## src/rtl/valve_pkg.sv

```systemverilog
// Shared types and constants for the irrigation valve sequencer.
// Also holds the counter-width helper used by the sequencer and its channels.
package valve_pkg;

   typedef enum logic [1:0] {
      IDLE = 2'd0,
      ON   = 2'd1,
      LOCK = 2'd2,
      COOL = 2'd3
   } chan_state_t;

   localparam logic [1:0] ERR_CODE = 2'b00;
   localparam logic [1:0] NE_CODE  = 2'b01;

   localparam logic Agua = 1'b1;
   localparam logic Stop = 1'b0;

   // Counter width for a cycle-count parameter, never narrower than one bit
   function automatic int cnt_w(input int n);
      return (n <= 1) ? 1 : $clog2(n);
   endfunction

endpackage

```

## src/rtl/valve_sequencer_if.sv

```systemverilog
// Command/status bundle between the irrigation controller and the valve sequencer.
// The controller side is the master; the sequencer is the slave.
interface valve_sequencer_if;
   logic [1:0] R1;
   logic [1:0] R2;
   logic [1:0] E;
   logic [3:0] valve;
   logic [3:0] timeout;
   logic       pump_en;
   logic       fault;
   logic       busy;

   modport master (output R1, R2, E, input valve, timeout, pump_en, fault, busy);
   modport slave  (input R1, R2, E, output valve, timeout, pump_en, fault, busy);
endinterface

```

## src/rtl/valve_channel.sv

```systemverilog
// One valve: IDLE/ON/LOCK/COOL state machine with its on-time and cooldown counters.
// Openings are granted by the sequencer; everything after that is decided locally.
module valve_channel
   import valve_pkg::*;
#(
   parameter int MIN_ON_CYC   = 8,
   parameter int MAX_ON_CYC   = 64,
   parameter int COOLDOWN_CYC = 6
) (
   input  logic clk,
   input  logic reset,
   input  logic req,
   input  logic grant,
   input  logic err,
   output logic valve,
   output logic timeout,
   output logic idle
);

   localparam int ON_W   = cnt_w(MAX_ON_CYC);
   localparam int COOL_W = cnt_w(COOLDOWN_CYC);
   localparam logic [ON_W-1:0]   MIN_LAST  = ON_W'(MIN_ON_CYC - 1);
   localparam logic [ON_W-1:0]   MAX_LAST  = ON_W'(MAX_ON_CYC - 1);
   localparam logic [COOL_W-1:0] COOL_LAST = COOL_W'(COOLDOWN_CYC - 1);

   chan_state_t       state, state_nx;
   logic [ON_W-1:0]   on_cnt, on_cnt_nx;
   logic [COOL_W-1:0] cool_cnt, cool_cnt_nx;

   always_ff @(posedge clk or posedge reset) begin
      if (reset) begin
         state    <= IDLE;
         on_cnt   <= '0;
         cool_cnt <= '0;
      end else begin
         state    <= state_nx;
         on_cnt   <= on_cnt_nx;
         cool_cnt <= cool_cnt_nx;
      end
   end

   // Close priority inside ON: error first, then a normal close, then the timeout lockout
   always_comb begin
      state_nx    = state;
      on_cnt_nx   = on_cnt;
      cool_cnt_nx = cool_cnt;
      case (state)
         IDLE: begin
            if (req && grant) begin
               state_nx  = ON;
               on_cnt_nx = '0;
            end
         end
         ON: begin
            if (err || (!req && on_cnt >= MIN_LAST)) begin
               state_nx    = COOL;
               cool_cnt_nx = '0;
            end else if (req && on_cnt == MAX_LAST) begin
               state_nx = LOCK;
            end else if (on_cnt != MAX_LAST) begin
               on_cnt_nx = on_cnt + ON_W'(1);
            end
         end
         LOCK: begin
            if (!req) begin
               state_nx    = COOL;
               cool_cnt_nx = '0;
            end
         end
         COOL: begin
            if (cool_cnt == COOL_LAST) begin
               state_nx = IDLE;
            end else begin
               cool_cnt_nx = cool_cnt + COOL_W'(1);
            end
         end
         default: state_nx = IDLE;
      endcase
   end

   assign valve   = (state == ON) ? Agua : Stop;
   assign timeout = (state == LOCK);
   assign idle    = (state == IDLE);

endmodule

```

## src/rtl/valve_sequencer.sv

```systemverilog
// Four-valve sequencer: staggers openings to limit pump inrush and closes everything on upstream error.
// Per-valve timing lives in valve_channel; this level arbitrates openings and merges status.
module valve_sequencer
   import valve_pkg::*;
#(
   parameter int STAGGER_CYC  = 4,
   parameter int MIN_ON_CYC   = 8,
   parameter int MAX_ON_CYC   = 64,
   parameter int COOLDOWN_CYC = 6
) (
   input logic              clk,
   input logic              reset,
   valve_sequencer_if.slave bus
);

   localparam int STAG_W = cnt_w(STAGGER_CYC);
   localparam logic [STAG_W-1:0] STAG_LAST = STAG_W'(STAGGER_CYC - 1);

   logic [3:0]        req;
   logic [3:0]        grant;
   logic [3:0]        valve_w;
   logic [3:0]        timeout_w;
   logic [3:0]        idle_w;
   logic              err;
   logic              found;
   logic [STAG_W-1:0] stagger_cnt;
   logic              fault_q;

   assign req = {bus.R2, bus.R1};
   assign err = (bus.E == ERR_CODE);

   // Only the lowest-index idle requester may be granted; if it is blocked, nobody is
   always_comb begin
      grant = '0;
      found = 1'b0;
      for (int i = 0; i < 4; i++) begin
         if (!found && idle_w[i] && req[i]) begin
            found    = 1'b1;
            grant[i] = !err && (stagger_cnt == '0);
         end
      end
   end

   always_ff @(posedge clk or posedge reset) begin
      if (reset) begin
         stagger_cnt <= '0;
         fault_q     <= 1'b0;
      end else begin
         fault_q <= err;
         if (|grant) begin
            stagger_cnt <= STAG_LAST;
         end else if (stagger_cnt != '0) begin
            stagger_cnt <= stagger_cnt - STAG_W'(1);
         end
      end
   end

   for (genvar g = 0; g < 4; g++) begin : g_chan
      valve_channel #(
         .MIN_ON_CYC  (MIN_ON_CYC),
         .MAX_ON_CYC  (MAX_ON_CYC),
         .COOLDOWN_CYC(COOLDOWN_CYC)
      ) u_chan (
         .clk    (clk),
         .reset  (reset),
         .req    (req[g]),
         .grant  (grant[g]),
         .err    (err),
         .valve  (valve_w[g]),
         .timeout(timeout_w[g]),
         .idle   (idle_w[g])
      );
   end

   assign bus.valve   = valve_w;
   assign bus.timeout = timeout_w;
   assign bus.pump_en = |valve_w;
   assign bus.fault   = fault_q;
   assign bus.busy    = ~&idle_w;

endmodule
```

## src/flat_wrapper.sv

```systemverilog
// flat-port wrapper written by rule: the top's interface ports become plain ports
module valve_sequencer_flat import valve_pkg::*;
#(
   parameter int STAGGER_CYC  = 4,
   parameter int MIN_ON_CYC   = 8,
   parameter int MAX_ON_CYC   = 64,
   parameter int COOLDOWN_CYC = 6
)
  (clk, reset, bus_R1, bus_R2, bus_E, bus_valve, bus_timeout, bus_pump_en, bus_fault, bus_busy);
  valve_sequencer_if bus_i ();
  input logic clk;
  input logic reset;
  input wire logic [$bits(bus_i.R1)-1:0] bus_R1;
  input wire logic [$bits(bus_i.R2)-1:0] bus_R2;
  input wire logic [$bits(bus_i.E)-1:0] bus_E;
  output wire logic [$bits(bus_i.valve)-1:0] bus_valve;
  output wire logic [$bits(bus_i.timeout)-1:0] bus_timeout;
  output wire logic [$bits(bus_i.pump_en)-1:0] bus_pump_en;
  output wire logic [$bits(bus_i.fault)-1:0] bus_fault;
  output wire logic [$bits(bus_i.busy)-1:0] bus_busy;
  assign bus_i.R1 = bus_R1;
  assign bus_i.R2 = bus_R2;
  assign bus_i.E = bus_E;
  assign bus_valve = bus_i.valve;
  assign bus_timeout = bus_i.timeout;
  assign bus_pump_en = bus_i.pump_en;
  assign bus_fault = bus_i.fault;
  assign bus_busy = bus_i.busy;
  valve_sequencer #(.STAGGER_CYC(STAGGER_CYC), .MIN_ON_CYC(MIN_ON_CYC), .MAX_ON_CYC(MAX_ON_CYC), .COOLDOWN_CYC(COOLDOWN_CYC)) u_core (.clk(clk), .reset(reset), .bus(bus_i));
endmodule
```

## config.mk

```make
export PLATFORM = sky130hd
export DESIGN_NAME = valve_sequencer_flat
export DESIGN_NICKNAME = d
export VERILOG_FILES = /design/src/rtl/valve_pkg.sv /design/src/rtl/valve_sequencer_if.sv /design/src/rtl/valve_channel.sv /design/src/rtl/valve_sequencer.sv /design/src/flat_wrapper.sv
export SDC_FILE = /design/constraint.sdc
export NUM_CORES = 1
export LEC_CHECK = 0
export CAP_MARGIN = 20
export CORE_AREA = 2 2 85 87
export CTS_BUF_LIST = sky130_fd_sc_hd__clkbuf_8
export CTS_CLUSTER_SIZE = 14
export DETAILED_ROUTE_END_ITERATION = 7
export DIE_AREA = 0 0 87 89
export PLACE_DENSITY = 0.64
export SLEW_MARGIN = 20
export SYNTH_ARGS = -nofsm -noshare
export SYNTH_HDL_FRONTEND = slang
export SYNTH_SLANG_ARGS = --single-unit
export TNS_END_PERCENT = 30
```

## constraint.sdc

```tcl
create_clock -name clk -period 2.9 [get_ports clk]
set_input_delay 0.58 -clock clk [delete_from_list [all_inputs] [get_ports clk]]
set_output_delay 0.58 -clock clk [all_outputs]
set_load 0.03 [all_outputs]
```

==> out/results.ini, run 1 <==
[run_status]
status=finished clean

[synthesis]
yosys.area.top_type_share=0.350
synthFlopType=dfrtp_1
synth-compound-area-share=0.219
ys_types=61
synthTopCellsByArea=dfrtp_1 35%, ha_1 12%, nand2_1 5.5%, inv_1 3.4%, nand3_1 3.0%
synth_top_cell_by_area=dfrtp_1
avgSynthCellArea_um2=9.05
synth_top_family_by_area=compound AO/OA/AOI/OAI gates
synthArstFlopShare=1.00
ys_top_cells_by_count=49 x nand2_1, 47 x dfrtp_1, 33 x ha_1
synthXorXnorAreaFrac=0.00261
synthCells=371
synth_edf_count=0
ys_seq_elements=47
yosys.cell_count.top_type=nand2_1
ys_seq_area_frac=0.350
synth_nets=412
synth.mux.area_fraction=0.0350
synthSimpleGateAreaFrac=0.204
synth-warning-count=0
synth_area_mm2=0.00336
synthAdderAreaFrac=0.123

[cells_and_area]
drive_gt1_frac=0.0967
n_antenna_cell=0
design_area_mm2=0.00375
synthToLayoutAreaGrowth_pct=11.7
nNetsFinal=433
stdcell_count=473
final_util=0.558
nFillCells=615

[cts]
cts_tree=done
root_buffer=clkbuf_8
hold_buffers=0
clk_latency_ns=0.30
cts.sinks=47
post_cts.repair.setup_buffers=0
post_cts_resized=0
clk_pin_slew_ns=0.09
numCtsBuffers=5
cts_max_level=2
clockBufferDepth=2

[worst_setup_path]
worstSetupPathType=reg2out
slowest_delay_ns=0.61
r2r-start=u_core.g_chan[2].u_chan.state[0]$_DFFE_PP0P_
cp_slowest_cell=clkdlybuf4s50_1
r2r_end=u_core.g_chan[3].u_chan.on_cnt[2]$_DFFE_PP0P_
reg2reg_depth=7
cp.arrival_ns=2.18
cp-start-kind=flip-flop
crit_fanout=4
endpoint_kind=output pin
crit_end=bus_pump_en
startpoint=u_core.g_chan[1].u_chan.state[1]$_DFFE_PP0P_
cp_num_buf_inv=2
path_depth=4
cp.required_ns=2.32
worstPathCellList=inv_1 > ha_1 > or4_1 > clkdlybuf4s50_1
rrSetupSlack_ns=0.43
cpLargestDelayFamily=buffers and inverters

[routing]
drt_iter0_drc=84
wl_per_cell_um=14.7
routed_wl_mm=6.97
dr.pass1.iters=4
drc=0
post_drt_via_cell_ratio=5.86
vias=2772
ant_nets=0

[sta]
rsz0062_at_grt=false
setup_violations=0
fin_crit_ns=2.76
fmax_ghz=0.362
relSlewSlack=0.602
fin_tns_setup_ns=0
fin_crit_sh=0.953
finalHoldViolCount=0
worstMarginPinSlew_ns=0.591
slew_violations=0
finalClockSkew_ns=0.0106

[power]
p_leak_nw=1.73
irDropWorstVdd_uv=459
p_per_area_mw_per_mm2=1040

[placed_design]
place.gp.congestion=0.775
placed_cell_area_mm2=0.00363
placed_cells=465
port_buffers=18
dpl.hpwl_mm=5.18

[grt]
grt_pass1_vias=2588
antenna_found_initial=0
grt_overflow=0
grt_max_degree=43
grt_pass1_wl_mm=12.0
grt_use_total=0.193

[die]
die_y_um=89
io_pins=19
num_rows=30
die_width_um=87
die_area_mm2=0.00774
coreArea_mm2=0.00672
start_util=0.499

[min_path]
worstHoldPathType=in2async

[run]
maxCapViolCount=0

metrics by stage:
| step | setup slack, ns | total power (W) | hold WS, ns |
|---|---|---|---|
| after floorplan | 0.663 | 0.00286 | 0.469 |
| after global placement | 0.140 | 0.00334 | 0.490 |
| after detailed placement | 0.118 | 0.00340 | 0.500 |
| after CTS | 0.0974 | 0.00393 | 0.448 |
| after global routing | 0.0250 | 0.00429 | 0.450 |
| final | 0.138 | 0.00389 | 0.454 |
layout by cell type, fill, tap and decap left out, types with 5 or more instances in the layout:
cell and instances:
nand2b_1 9, nand4_1 8, dfrtp_1 47, clkbuf_8 6, a21oi_1 15, nand2_1 49
buf_4 14, o211ai_1 7, inv_1 29, a211o_1 5, and3_1 6, clkdlybuf4s50_1 18
mux2_2 6, ha_1 33, mux2i_1 5, nand3_1 20, nor2_1 11, o21ai_0 15
cell families (layout without fill, tap and decap cells):
| logic type | after synthesis | in the layout |
|---|---|---|
| and+or+nand+nor | 133 | 133 |
| muxes | 11 | 11 |
| adders and majority gates | 33 | 33 |
| xor gates and xnor gates | 1 | 1 |
| buffers and inverters | 48 | 70 |
| DFF | 47 | 47 |
| AOI/OAI and AO/OA | 98 | 98 |
power by group:
part,internal (W),total [W],switching (W)
clock network,0.000279,0.000512,0.000232
logic,0.000967,0.00221,0.00125
registers,0.000904,0.00117,0.000265
registers in the layout, summed over array words and instances, names as in the netlist:
| register | flops |
|---|---|
| u_core.g_chan.u_chan.state | 8 |
| u_core.g_chan.u_chan.on_cnt | 24 |
| u_core.g_chan.u_chan.cool_cnt | 12 |
| u_core.stagger_cnt | 2 |
| u_core.bus.fault | 1 |
cell type report:
cell class	instances	area, µm²	share of cell area
tap	80	100	0.0267
multi-input combinational	276	1960	0.522
clock inverter	2	35.0	0.00934
sequential	47	1180	0.314
inverter	30	113	0.0300
timing repair buffer	32	285	0.0761
clock buffer	6	82.6	0.0220
worst min path at each step:
stage	slack, ns	to	startpoint
floorplan	0.47	u_core.g_chan[1].u_chan.cool_cnt[2]$_DFFE_PP0P_	u_core.g_chan[1].u_chan.cool_cnt[2]$_DFFE_PP0P_
global placement	0.49	u_core.g_chan[1].u_chan.cool_cnt[2]$_DFFE_PP0P_	u_core.g_chan[1].u_chan.cool_cnt[2]$_DFFE_PP0P_
detailed placement	0.50	u_core.g_chan[0].u_chan.on_cnt[0]$_DFFE_PP0P_	u_core.g_chan[0].u_chan.on_cnt[0]$_DFFE_PP0P_
CTS	0.45	u_core.g_chan[2].u_chan.on_cnt[3]$_DFFE_PP0P_	reset
global route	0.45	u_core.g_chan[2].u_chan.on_cnt[3]$_DFFE_PP0P_	reset
finish	0.45	u_core.g_chan[2].u_chan.on_cnt[3]$_DFFE_PP0P_	reset
routing by layer:
metal  routed length, µm  global-route usage  vias up
li1                    -                   -     1398
met3                 252              0.0314        2
met2                3200               0.325       52
met5                   0                   0        -
met4                  25              0.0341        0
met1                3490               0.265     1320
No activity file was read; power rests on OpenSTA's default activity.
==> run 2, diff against run 1 <==
--- a/config.mk
+++ b/config.mk
@@ -6,12 +6,12 @@
 export NUM_CORES = 1
 export LEC_CHECK = 0
 export CAP_MARGIN = 20
-export CORE_AREA = 2 2 85 87
+export CORE_AREA = 2 2 77 79
 export CTS_BUF_LIST = sky130_fd_sc_hd__clkbuf_8
 export CTS_CLUSTER_SIZE = 14
 export DETAILED_ROUTE_END_ITERATION = 7
-export DIE_AREA = 0 0 87 89
-export PLACE_DENSITY = 0.64
+export DIE_AREA = 0 0 79 81
+export PLACE_DENSITY = 0.77
 export SLEW_MARGIN = 20
 export SYNTH_ARGS = -nofsm -noshare
 export SYNTH_HDL_FRONTEND = slang
==> run 2 against run 1 <==
Compared with the run above: power shrank 1.7%; via count increased by 2.0%; first-iteration DRC count grew 67%; register-to-register slack worse by 0.02 ns; largest cell class unchanged; highest routed layer unchanged; routed wire length hardly changed; hold slack worse by 0.022 ns.
==> out/results.ini, run 2 (synthesis gave the netlist of run 1 again) <==
[run_status]
status=finished clean

[routing]
drc=0
dr.pass1.iters=4
ant_nets=0
routed_wl_mm=6.97
post_drt_via_cell_ratio=6.08
vias=2827
wl_per_cell_um=15.0
drt_iter0_drc=140

[worst_setup_path]
r2r-start=u_core.g_chan[0].u_chan.state[0]$_DFFE_PP0P_
endpoint_kind=output pin
worstSetupPathType=reg2out
r2r_end=u_core.g_chan[3].u_chan.on_cnt[2]$_DFFE_PP0P_
cp.required_ns=2.32
startpoint=u_core.g_chan[3].u_chan.state[1]$_DFFE_PP0P_
crit_fanout=5
rrSetupSlack_ns=0.41
cp-start-kind=flip-flop
cp.arrival_ns=2.18
reg2reg_depth=7

[cells_and_area]
largest_reg_flops=24
drive_gt1_frac=0.0872
n_antenna_cell=0
layout.cells.most_common=nand2_1
top_register=u_core.g_chan.u_chan.on_cnt
final_cell_mix=49 x nand2_1, 47 x dfrtp_1, 33 x ha_1
synthToLayoutAreaGrowth_pct=10.2
nFillCells=470
reg_top3=u_core.g_chan.u_chan.on_cnt (24), u_core.g_chan.u_chan.cool_cnt (12), u_core.g_chan.u_chan.state (8)
nNetsFinal=430

[die]
num_rows=28
io_pins=19
start_util=0.591
coreArea_mm2=0.00568
die_area_mm2=0.00640
die_y_um=81
die_width_um=79

[cts]
clk_pin_slew_ns=0.09
hold_buffers=0
cts.sinks=47
clk_latency_ns=0.32
post_cts_resized=0
clockBufferDepth=2
root_buffer=clkbuf_8
cts_max_level=2
post_cts.repair.setup_buffers=0
cts_tree=done
numCtsBuffers=5

[sta]
relSlewSlack=0.612
finalClockSkew_ns=0.0133
worstMarginPinSlew_ns=0.568
slew_violations=0
fin_crit_ns=2.76
setup_violations=0
rsz0062_at_grt=false
finalHoldViolCount=0
fmax_ghz=0.362
fin_tns_setup_ns=0
fin_crit_sh=0.953

[power]
p_leak_nw=1.70
irDropWorstVdd_uv=612
finalPower_w=0.00383
p_per_area_mw_per_mm2=1040

[grt]
grt_pass1_wl_mm=12.2
grt_max_degree=44
antenna_found_initial=0
grt_overflow=0
grt_pass1_vias=2643
grt_use_total=0.237

[placed_design]
place.gp.congestion=0.874
port_buffers=18
dpl.hpwl_mm=5.15

[min_path]
worstHoldPathType=in2async

[run]
maxCapViolCount=0

-- run 2: worst max-delay path by stage --
stage	depth (start not counted)	endpoint
floorplan	8	u_core.g_chan[3].u_chan.on_cnt[2]$_DFFE_PP0P_
global placement	6	u_core.g_chan[3].u_chan.on_cnt[2]$_DFFE_PP0P_
detailed placement	6	u_core.g_chan[0].u_chan.state[0]$_DFFE_PP0P_
CTS	4	bus_pump_en
global route	4	bus_pump_en
finish	4	bus_pump_en
-- run 2: area by class of cell --
cell class              count  area [µm²]  area share
clock buffers               6        82.6      0.0223
clock inverters             2        12.5     0.00338
inverters                  30         113      0.0304
multi-input cells         276        1960       0.529
flip-flops and latches     47        1180       0.318
well taps                  75        93.8      0.0254
repair buffers             29         263      0.0710
-- run 2: worst max-delay path: stages (launching register included) --
cell and delay, ns:
dfrtp_1 0.41, inv_1 0.10, ha_1 0.20, or4_1 0.56
clkdlybuf4s50_1 0.62
-- run 2: metal layers --
metal,track usage,wire length (µm),up-vias
met2,0.392,3260,63
li1,-,-,1394
met3,0.0489,280,10
met1,0.320,3320,1360
met5,0,0,-
met4,0.0621,108,0
-- run 2: report_power, final --
part	switching [W]	internal, W
logic	0.00126	0.000964
clock network	0.000241	0.000192
registers	0.000271	0.000904
-- run 2: metrics by stage --
step | utilization | cells | cell area (µm²) | setup slack (ns) | hold WS, ns
2_1_floorplan | - | 371 | 3360 | 0.663 | 0.469
3_3_place_gp | 0.635 | 457 | 3600 | 0.155 | 0.487
3_5_place_dp | 0.635 | 457 | 3600 | 0.0250 | 0.500
4_1_cts | 0.652 | 465 | 3700 | 0.135 | 0.431
5_1_grt | 0.652 | 465 | 3700 | 0.0208 | 0.436
6_report | 0.652 | 465 | 3700 | 0.136 | 0.432
